--- config.mk ---
export PLATFORM = sky130hd
export DESIGN_NAME = button_pulse_conditioner
export DESIGN_NICKNAME = d
export VERILOG_FILES = /design/src/rtl/button_pulse_conditioner.sv
export SDC_FILE = /design/constraint.sdc
export NUM_CORES = 1
export LEC_CHECK = 0
export ABC_AREA = 0
export CORE_MARGIN = 10
export CORE_UTILIZATION = 55
export CTS_CLUSTER_DIAMETER = 200
export DETAILED_ROUTE_END_ITERATION = 10
export PLACE_DENSITY = 0.73
export SLEW_MARGIN = 15
export SYNTH_ARGS = -nofsm -noshare
export SYNTH_HDL_FRONTEND = slang
export SYNTH_SLANG_ARGS = --single-unit
--- constraint.sdc ---
create_clock -name clock -period 2.66 [get_ports clock]
set_input_delay 0.399 -clock clock [delete_from_list [all_inputs] [get_ports clock]]
set_output_delay 0.399 -clock clock [all_outputs]
set_load 0.02 [all_outputs]
--- src/rtl/button_pulse_conditioner.sv ---
// Synchronises and debounces raw push-button levels, then emits one-cycle one-hot
// press pulses (highest index wins on a tie) plus a collision flag and debounced levels.
module button_pulse_conditioner #(
   parameter int N_B             = 3,
   parameter int DEBOUNCE_CYCLES = 1000000,
   parameter int CNT_BITS        = 20
) (
   input  logic           clock,
   input  logic           reset,
   input  logic [N_B-1:0] i_buttons_raw,
   output logic [N_B-1:0] o_buttons,
   output logic [N_B-1:0] o_level,
   output logic           o_collision
);

   localparam logic [CNT_BITS-1:0] CNT_LAST = CNT_BITS'(DEBOUNCE_CYCLES - 1);

   logic [N_B-1:0]      r_sync_p0;
   logic [N_B-1:0]      r_sync_p1;
   logic [N_B-1:0]      r_db_p2;
   logic [N_B-1:0]      r_ev_p3;
   logic [CNT_BITS-1:0] r_cnt_p2 [N_B];

   logic [N_B-1:0]      w_db_next;
   logic [CNT_BITS-1:0] w_cnt_next [N_B];

   function automatic logic [N_B-1:0] highest_bit(input logic [N_B-1:0] v);
      logic [N_B-1:0] h;
      h = '0;
      for (int i = 0; i < N_B; i++) begin
         if (v[i]) begin
            h    = '0;
            h[i] = 1'b1;
         end
      end
      return h;
   endfunction

   function automatic logic multi_hot(input logic [N_B-1:0] v);
      return (v & (v - N_B'(1))) != '0;
   endfunction

   // Per-bit debounce: any return of the synchronised level to db restarts the count.
   always_comb begin
      for (int i = 0; i < N_B; i++) begin
         w_db_next[i]  = r_db_p2[i];
         w_cnt_next[i] = r_cnt_p2[i];
         if (r_sync_p1[i] == r_db_p2[i]) begin
            w_cnt_next[i] = '0;
         end else if (r_cnt_p2[i] == CNT_LAST) begin
            w_db_next[i]  = r_sync_p1[i];
            w_cnt_next[i] = '0;
         end else begin
            w_cnt_next[i] = r_cnt_p2[i] + CNT_BITS'(1);
         end
      end
   end

   always_ff @(posedge clock) begin
      if (reset) begin
         r_sync_p0   <= '0;
         r_sync_p1   <= '0;
         r_db_p2     <= '0;
         r_ev_p3     <= '0;
         o_buttons   <= '0;
         o_collision <= 1'b0;
         for (int i = 0; i < N_B; i++) r_cnt_p2[i] <= '0;
      end else begin
         // stage p0/p1: two-flop synchroniser
         r_sync_p0 <= i_buttons_raw;
         r_sync_p1 <= r_sync_p0;
         // stage p2: debounced level and counters
         r_db_p2   <= w_db_next;
         for (int i = 0; i < N_B; i++) r_cnt_p2[i] <= w_cnt_next[i];
         // stage p3: rising-edge press events
         r_ev_p3   <= w_db_next & ~r_db_p2;
         // stage p4: arbitrated one-hot pulse and collision flag
         o_buttons   <= highest_bit(r_ev_p3);
         o_collision <= multi_hot(r_ev_p3);
      end
   end

   assign o_level = r_db_p2;

endmodule

==> results by group <==
STA
  • RSZ-0062 raised after global routing: no
  • Hold violation count in the final report: 0
  • Period minus WS final: 2138 ps
  • F_max: roughly 470 MHz
  • Slew Viols, Final: 0
  • TNS Setup: 0 ps
  • Worst hold slack: 447.8 ps
  • Slew HR: 56.20%
  • Tcrit/Tclk final: 80.37%
  • Worst-Margin Slew: approximately 650 ps
  • # setup viols final: 0
  • Clk_skew: 9.085 ps

Critical path
  • R2R setup slack: around 520 ps
  • Worst Path Max Fanout: 11
  • Arrival time at the worst endpoint: 2370 ps
  • Worst path cell trace: ha_1, and3_1, nand3_1, o21ai_1, buf_4, nor2_1
  • CP max stage delay: 560 ps
  • Worst setup path class: register to register
  • Worst Path Buf+Inv: 1
  • Family with the most delay on the worst path: simple AND/OR/NAND/NOR gates
  • Critical-path top delay cell: o21ai_1
  • Required time of the critical path: 2890 ps
  • Reg2reg start: r_cnt_p2[0][20]$_SDFF_PP0_
  • RR Endpoint: r_cnt_p2[0][33]$_SDFF_PP0_
  • Setup crit end kind: register
  • Register-to-Register Path Depth: 6
  • Setup crit start kind: register

Synth
  • Post-Syn Nets: 375
  • Synth Cell Area: ~3300 µm²
  • Synth Area in Compound Gates: under 10%
  • Synth area leader: dfxtp_1
  • Main combinational cell family by area after synthesis: simple AND/OR/NAND/NOR gates
  • Cells after synthesis: 367
  • Post-synthesis mux area share: 0%
  • Unique masters post-synth: 35
  • Number of synthesized register bits: 76
  • Async SR Flop Fraction: 0%
  • Mean Syn Cell Area: 8.885 µm²
  • Top-count cell post-synth: dfxtp_1
  • Post-Synth Adder-Cell Area: around 1.2%
  • Simple logic cell fraction of the synthesized area: 30.70%
  • Post-synth top flop: dfxtp_1
  • Register area share after synthesis: 46.66%
  • EDFF count, synth: 0
  • Top cell type's share of synthesized area: 46.66%
  • Top post-synthesis cells by area: dfxtp_1, xnor2_1, nor2_1
  • Commonest cells in the netlist: dfxtp_1, nor2_1, nand3_1
  • Yosys warns: 0
  • Post-synthesis xor/xnor area fraction: 10.74%

Clock network
  • Clock transition at path regs: 70 ps
  • Root buffer cell: clkbuf_8
  • Post-CTS setup buffers: 0
  • CTS resizes: 0
  • Clock sink count: 76
  • CTS Buf Count: 9
  • CTS max path bufs: 2
  • Clk Latency, worst-skew pair: 340 ps
  • H-tree depth reported by CTS: 3
  • CTS tree: built
  • Hold_buf cts: 0

Routing
  • Drt via density: 5.725
  • WL final: between 6000 and 7000 µm
  • Vias: 2622
  • Routed wire per std cell: 13.69 µm
  • DRC errors left: 0
  • DRT iter0 DRCs: 108
  • DR pass1 iterations: 4
  • Post-route antenna net violation count: 0

Hold path
  • WHS Endpoint: o_buttons[0]$_SDFF_PP0_
  • Class of the worst hold path: register to register
  • Hold depth: 1
  • Hold path startpoint: r_ev_p3[1]$_SDFF_PP0_

Layout
  • Fillcell total: 484
  • Area grow syn2layout: 12.32%
  • Final #Nets: 390
  • Share of cells above drive strength 1: 6.477%
  • Antenna Diode Count: 0

Placed design
  • HPWL Detailed: 4394 µm
  • Gpl congestion: 0.9242
  • IO Port Bufs: 11

Outcome
  • Status: completed

Floorplanning
  • Die Y: 97.00 µm
  • Die area: around 9400 µm²
  • Core area: 5642 µm²
  • Row count: 27
  • Die X: 97.00 µm
  • IO Pins: 12
  • Starting density of the core: between 50% and 60%

Global routing
  • First-pass GRT wire length: around 11000 µm
  • Global route overflow: 0
  • Met3 Use GR: 4.542%
  • Largest net degree at the start of global routing: 20
  • Met1 GRT Util: between 10% and 20%
  • Met2 Use GR: a little over a fifth
  • GRT Total Usage: 13.31%
  • Gr busiest metal: met2
  • Number of global-route vias before repair: 2442
  • Initial antenna violation count: 0

Pwr
  • Leak Pwr: about 1.1 nW
  • VDD IR-drop max: 0.3966 mV
  • Total power: 2.151 mW
  • PD cells: between 500 and 600 nW/µm²

Flow run
  • Max Cap Viol: 0
[flip-flops by register name, summed over array words and instances, names as in the netlist]
register	flops
o_collision	1
o_buttons	3
r_ev_p3	3
r_sync_p0	3
r_cnt_p2	60
r_sync_p1	3
o_level	3
[stage by stage]
| step | cell area [µm²] | instances | utilization (%) | setup WS (ps) |
|---|---|---|---|---|
| 3_3_place_gp | 3438 | 443 | 60.94 | 524.3 |
| 4_1_cts | 3662 | 458 | 64.91 | 499.9 |
| 2_1_floorplan | 3261 | 367 | - | 700.4 |
| 6_report | 3662 | 458 | 64.91 | 522.2 |
| 3_5_place_dp | 3438 | 443 | 60.94 | 507.9 |
| 5_1_grt | 3662 | 458 | 64.91 | 328.5 |
[cell type report]
class                           instances  area, µm²  share of cell area, %
Clock inverter                          4      72.57                  1.982
Timing Repair Buffer                   14      132.6                  3.621
Tap cell                               72      90.09                  2.460
Clock buffer                           11      151.4                  4.134
Multi-Input combinational cell        270       1653                  45.13
Sequential cell                        76       1521                  41.54
Inverter                               11      41.29                  1.127
[power by group]
| group | switching [mW] | internal, mW | total, mW |
|---|---|---|---|
| Sequential | 0.00344 | 1.14 | 1.15 |
| Clock | 0.406 | 0.573 | 0.978 |
| Combinational | 0.0150 | 0.0122 | 0.0272 |
| Total | 0.424 | 1.73 | 2.15 |
[cell families after synthesis]
logic type | Yosys count
AND/OR/NAND/NOR | 182
AO/OA/AOI/OAI | 45
buffers and inverters | 21
adder cells (fa/ha/maj) | 3
flip-flops | 76
XOR/XNOR | 40
[how the worst max path moves through the flow]
stage	from	to	slack [ps]	cells past startpoint
after floorplan	r_cnt_p2[0][48]$_SDFF_PP0_	r_cnt_p2[0][48]$_SDFF_PP0_	700	5
after global placement	r_cnt_p2[0][20]$_SDFF_PP0_	r_cnt_p2[0][39]$_SDFF_PP0_	520	6
after detailed placement	r_cnt_p2[0][47]$_SDFF_PP0_	r_cnt_p2[0][46]$_SDFF_PP0_	510	4
after CTS	r_cnt_p2[0][47]$_SDFF_PP0_	r_cnt_p2[0][46]$_SDFF_PP0_	500	4
after global routing	r_cnt_p2[0][20]$_SDFF_PP0_	r_cnt_p2[0][39]$_SDFF_PP0_	330	6
final	r_cnt_p2[0][20]$_SDFF_PP0_	r_cnt_p2[0][33]$_SDFF_PP0_	520	6
[cells in the final DEF, fill, tap and decap left out, types with 3 or more instances in the layout]
master / instances
dfxtp_1: 76
nor2_1: 48
nand3_1: 25
xnor2_1: 24
a21oi_1: 21
nand2_1: 17
nand4_1: 17
xor2_1: 16
or3_1: 12
o21ai_0: 11
inv_1: 11
clkbuf_8: 11
clkdlybuf4s50_1: 11
nor4_1: 10
and3_1: 9
or4_1: 9
nor2b_1: 8
o31ai_1: 8
nor4b_1: 5
and4_1: 5
nor3_1: 4
ha_1: 3
buf_4: 3
[per-layer routing]
metal / vias to the layer above / wire length, µm
met5: - / 0
met2: 27 / 2946
met4: 0 / 36
met1: 1250 / 3087
li1: 1341 / -
met3: 4 / 199
No activity file was read; power rests on OpenSTA's default activity.
==> RTL change: new RTL, same flow settings <==
Put one more register stage on the output `o_level`. The value now appears one clock later. The other outputs are not delayed to match.
--- a/src/rtl/button_pulse_conditioner.sv
+++ b/src/rtl/button_pulse_conditioner.sv
@@ -80,7 +80,9 @@
       end
    end
 
-   assign o_level = r_db_p2;
+   always_ff @(posedge clock) begin
+      o_level <= r_db_p2;
+   end
 
 endmodule
 
Check against the original RTL: same outputs for any inputs over 10 cycles, from zero or initial values and one cycle with reset high; that may be too few to reach the edited logic, so the function may still have changed.
==> RTL change against the unedited design <==
  * Maximum frequency rose by 2.6%
  * Cell count rose by 0.66%
  * Worst setup slack better by 0.055 ns
  * First-iteration DRC count fell by 19%
  * Critical path depth is 1 lower
  * Sequential cell count rose by 3
  * Sequential share of layout area is 1.2 points higher
  * Total power down 3.9%
  * Synthesized cell count unchanged
  * Design area increased by 0.96%
  * Area after synthesis up 2.0%
  * Wire length shrank 2.2%
  * Critical path type unchanged
==> RTL change: results (changes against the unedited design) <==
* Diode count at 0 (unchanged)
* Ys async rst share at 0% (unchanged)
* Worst path max stage delay at 0.57 ns
* Leak pwr at 1.11 nW (+2.3%)
* First-pass GRT wire length at 10.8 mm (-0.44%)
* Sequential-to-total area share from yosys stat at 47.6% (+0.89 points)
* Setup bufs post-CTS at 0 (unchanged)
* Crit-path slowest cell: or4_4
* Tightest Hold Check Type: reg2reg
* Slew of the pin with the lowest slew margin at 0.513 ns (-0.140 ns)
* Total CTS buffers at 9 (unchanged)
* Status: finished, final reports clean
* DP HPWL at 4.33 mm (-1.4%)
* Commonest cells post-synth: 79 x dfxtp_1, 44 x nor2_1, 23 x a21oi_1, 23 x nand3_1, 19 x xnor2_1
* Via count at 2608 (-0.53%)
* Avg WL per Cell at 13.3 µm (-2.8%)
* Cts repair resizes at 0 (unchanged)
* Latest clock arrival within the worst-skew pair at 0.34 ns (about the same)
* Top cell family by delay on the critical path: simple AND/OR/NAND/NOR gates
* Vias in the first global route at 2470 (+1.1%)
* Largest net degree at the start of global routing at 20 (unchanged)
* Max clock buf depth at 2 (unchanged)
* Gpl congestion at 0.828 (-10%)
* CTS HTree Levels at 3 (unchanged)
* 1st-iter DRT viols at 87 (-19%)
* Drt pass-1 iters at 6 (+2)
* Layout fillers at 503 (+3.9%)
* Most flops, register: r_cnt_p2
* Final nets at 391 (+0.26%)
* Input/output buffers at 11 (unchanged)
* CP max FO at 6 (-5)
* Clock-pin slew on the worst setup and hold paths at 0.07 ns (about the same)
* Global Route Usage Sum at 13.2% (-0.076 points)
* Final Setup Violations at 0 (unchanged)
* Yosys warnings at 0 (unchanged)
* Initial antenna violation count at 0 (unchanged)
* Syn nets at 375 (unchanged)
* Cell internal pwr at 1.65 mW (-4.8%)
* Clock skew at 0.00509 ns (-0.00399 ns)
* Peak VDD IR at 0.000382 V (-3.8%)
* Netlist cell types at 38 (+8.6%)
* Top cells by area, synth: dfxtp_1 48%, xnor2_1 5.0%, nor2_1 5.0%
* Dpl ws at 0.605 ns (+0.0975 ns)
* Flip-flop count of the largest register after layout at 60 (unchanged)
==> RTL change: stage by stage <==
step                      instances  area, µm²  utilization (%)
after floorplan                 367       3330                -
after global placement          447       3510             59.7
after detailed placement        447       3510             59.7
after CTS                       461       3700             62.8
after global routing            461       3700             62.8
final                           461       3700             62.8
==> RTL change: final timing paths <==
path / from / end / slack (ns) / cells past startpoint
max reg2reg: r_cnt_p2[0][0]$_SDFF_PP0_ / r_cnt_p2[0][18]$_SDFF_PP0_ / 0.58 / 5
min: r_db_p2[1]$_SDFF_PP0_ / o_level[1]$_DFF_P_ / 0.38 / 0
max: r_cnt_p2[0][0]$_SDFF_PP0_ / r_cnt_p2[0][18]$_SDFF_PP0_ / 0.58 / 5
min reg2reg: r_db_p2[1]$_SDFF_PP0_ / o_level[1]$_DFF_P_ / 0.38 / 0
==> RTL change: metal layers <==
layer | up-vias | track usage (%) | share of wire, %
met5 | - | 0 | 0
met4 | 0 | 4.03 | 1.3
met3 | 6 | 5.71 | 3.9
met2 | 30 | 21.6 | 48
met1 | 1224 | 15.4 | 47
li1 | 1348 | - | -
==> RTL change: cells by family after synthesis <==
group	after synthesis	synth area share, %
buffers and inverters	21	2.56
AOI/OAI and AO/OA	50	8.69
DFF	79	47.6
and+or+nand+nor	177	30.3
xor gates and xnor gates	37	9.74
adders and majority gates	3	1.13
==> RTL change: cell type report <==
cell class	count	area share [%]
multi-input cells	267	44.9
flip-flops and latches	79	42.8
clock buffers	10	3.72
repair buffers	14	3.59
well taps	75	2.54
clock inverters	4	1.29
inverters	12	1.22
==> RTL change: worst reg2reg max path: cells and delay by family, from the launching register on <==
kind / cells / cell delay [ns]
adders and majority gates: 1 / 0.26
and+or+nand+nor: 3 / 1.20
DFF: 1 / 0.41
AOI/OAI and AO/OA: 1 / 0.15
==> RTL change: power by group through the flow <==
| stage | clock network, mW | registers, mW | logic [mW] |
|---|---|---|---|
| final | 0.848 | 1.19 | 0.0284 |
| after global placement | 0 | 1.22 | 0.0283 |
| after detailed placement | 0 | 1.22 | 0.0288 |
| after floorplan | 0 | 1.22 | 0.0168 |
| after global routing | 0.919 | 1.19 | 0.0315 |
| after CTS | 0.868 | 1.19 | 0.0289 |
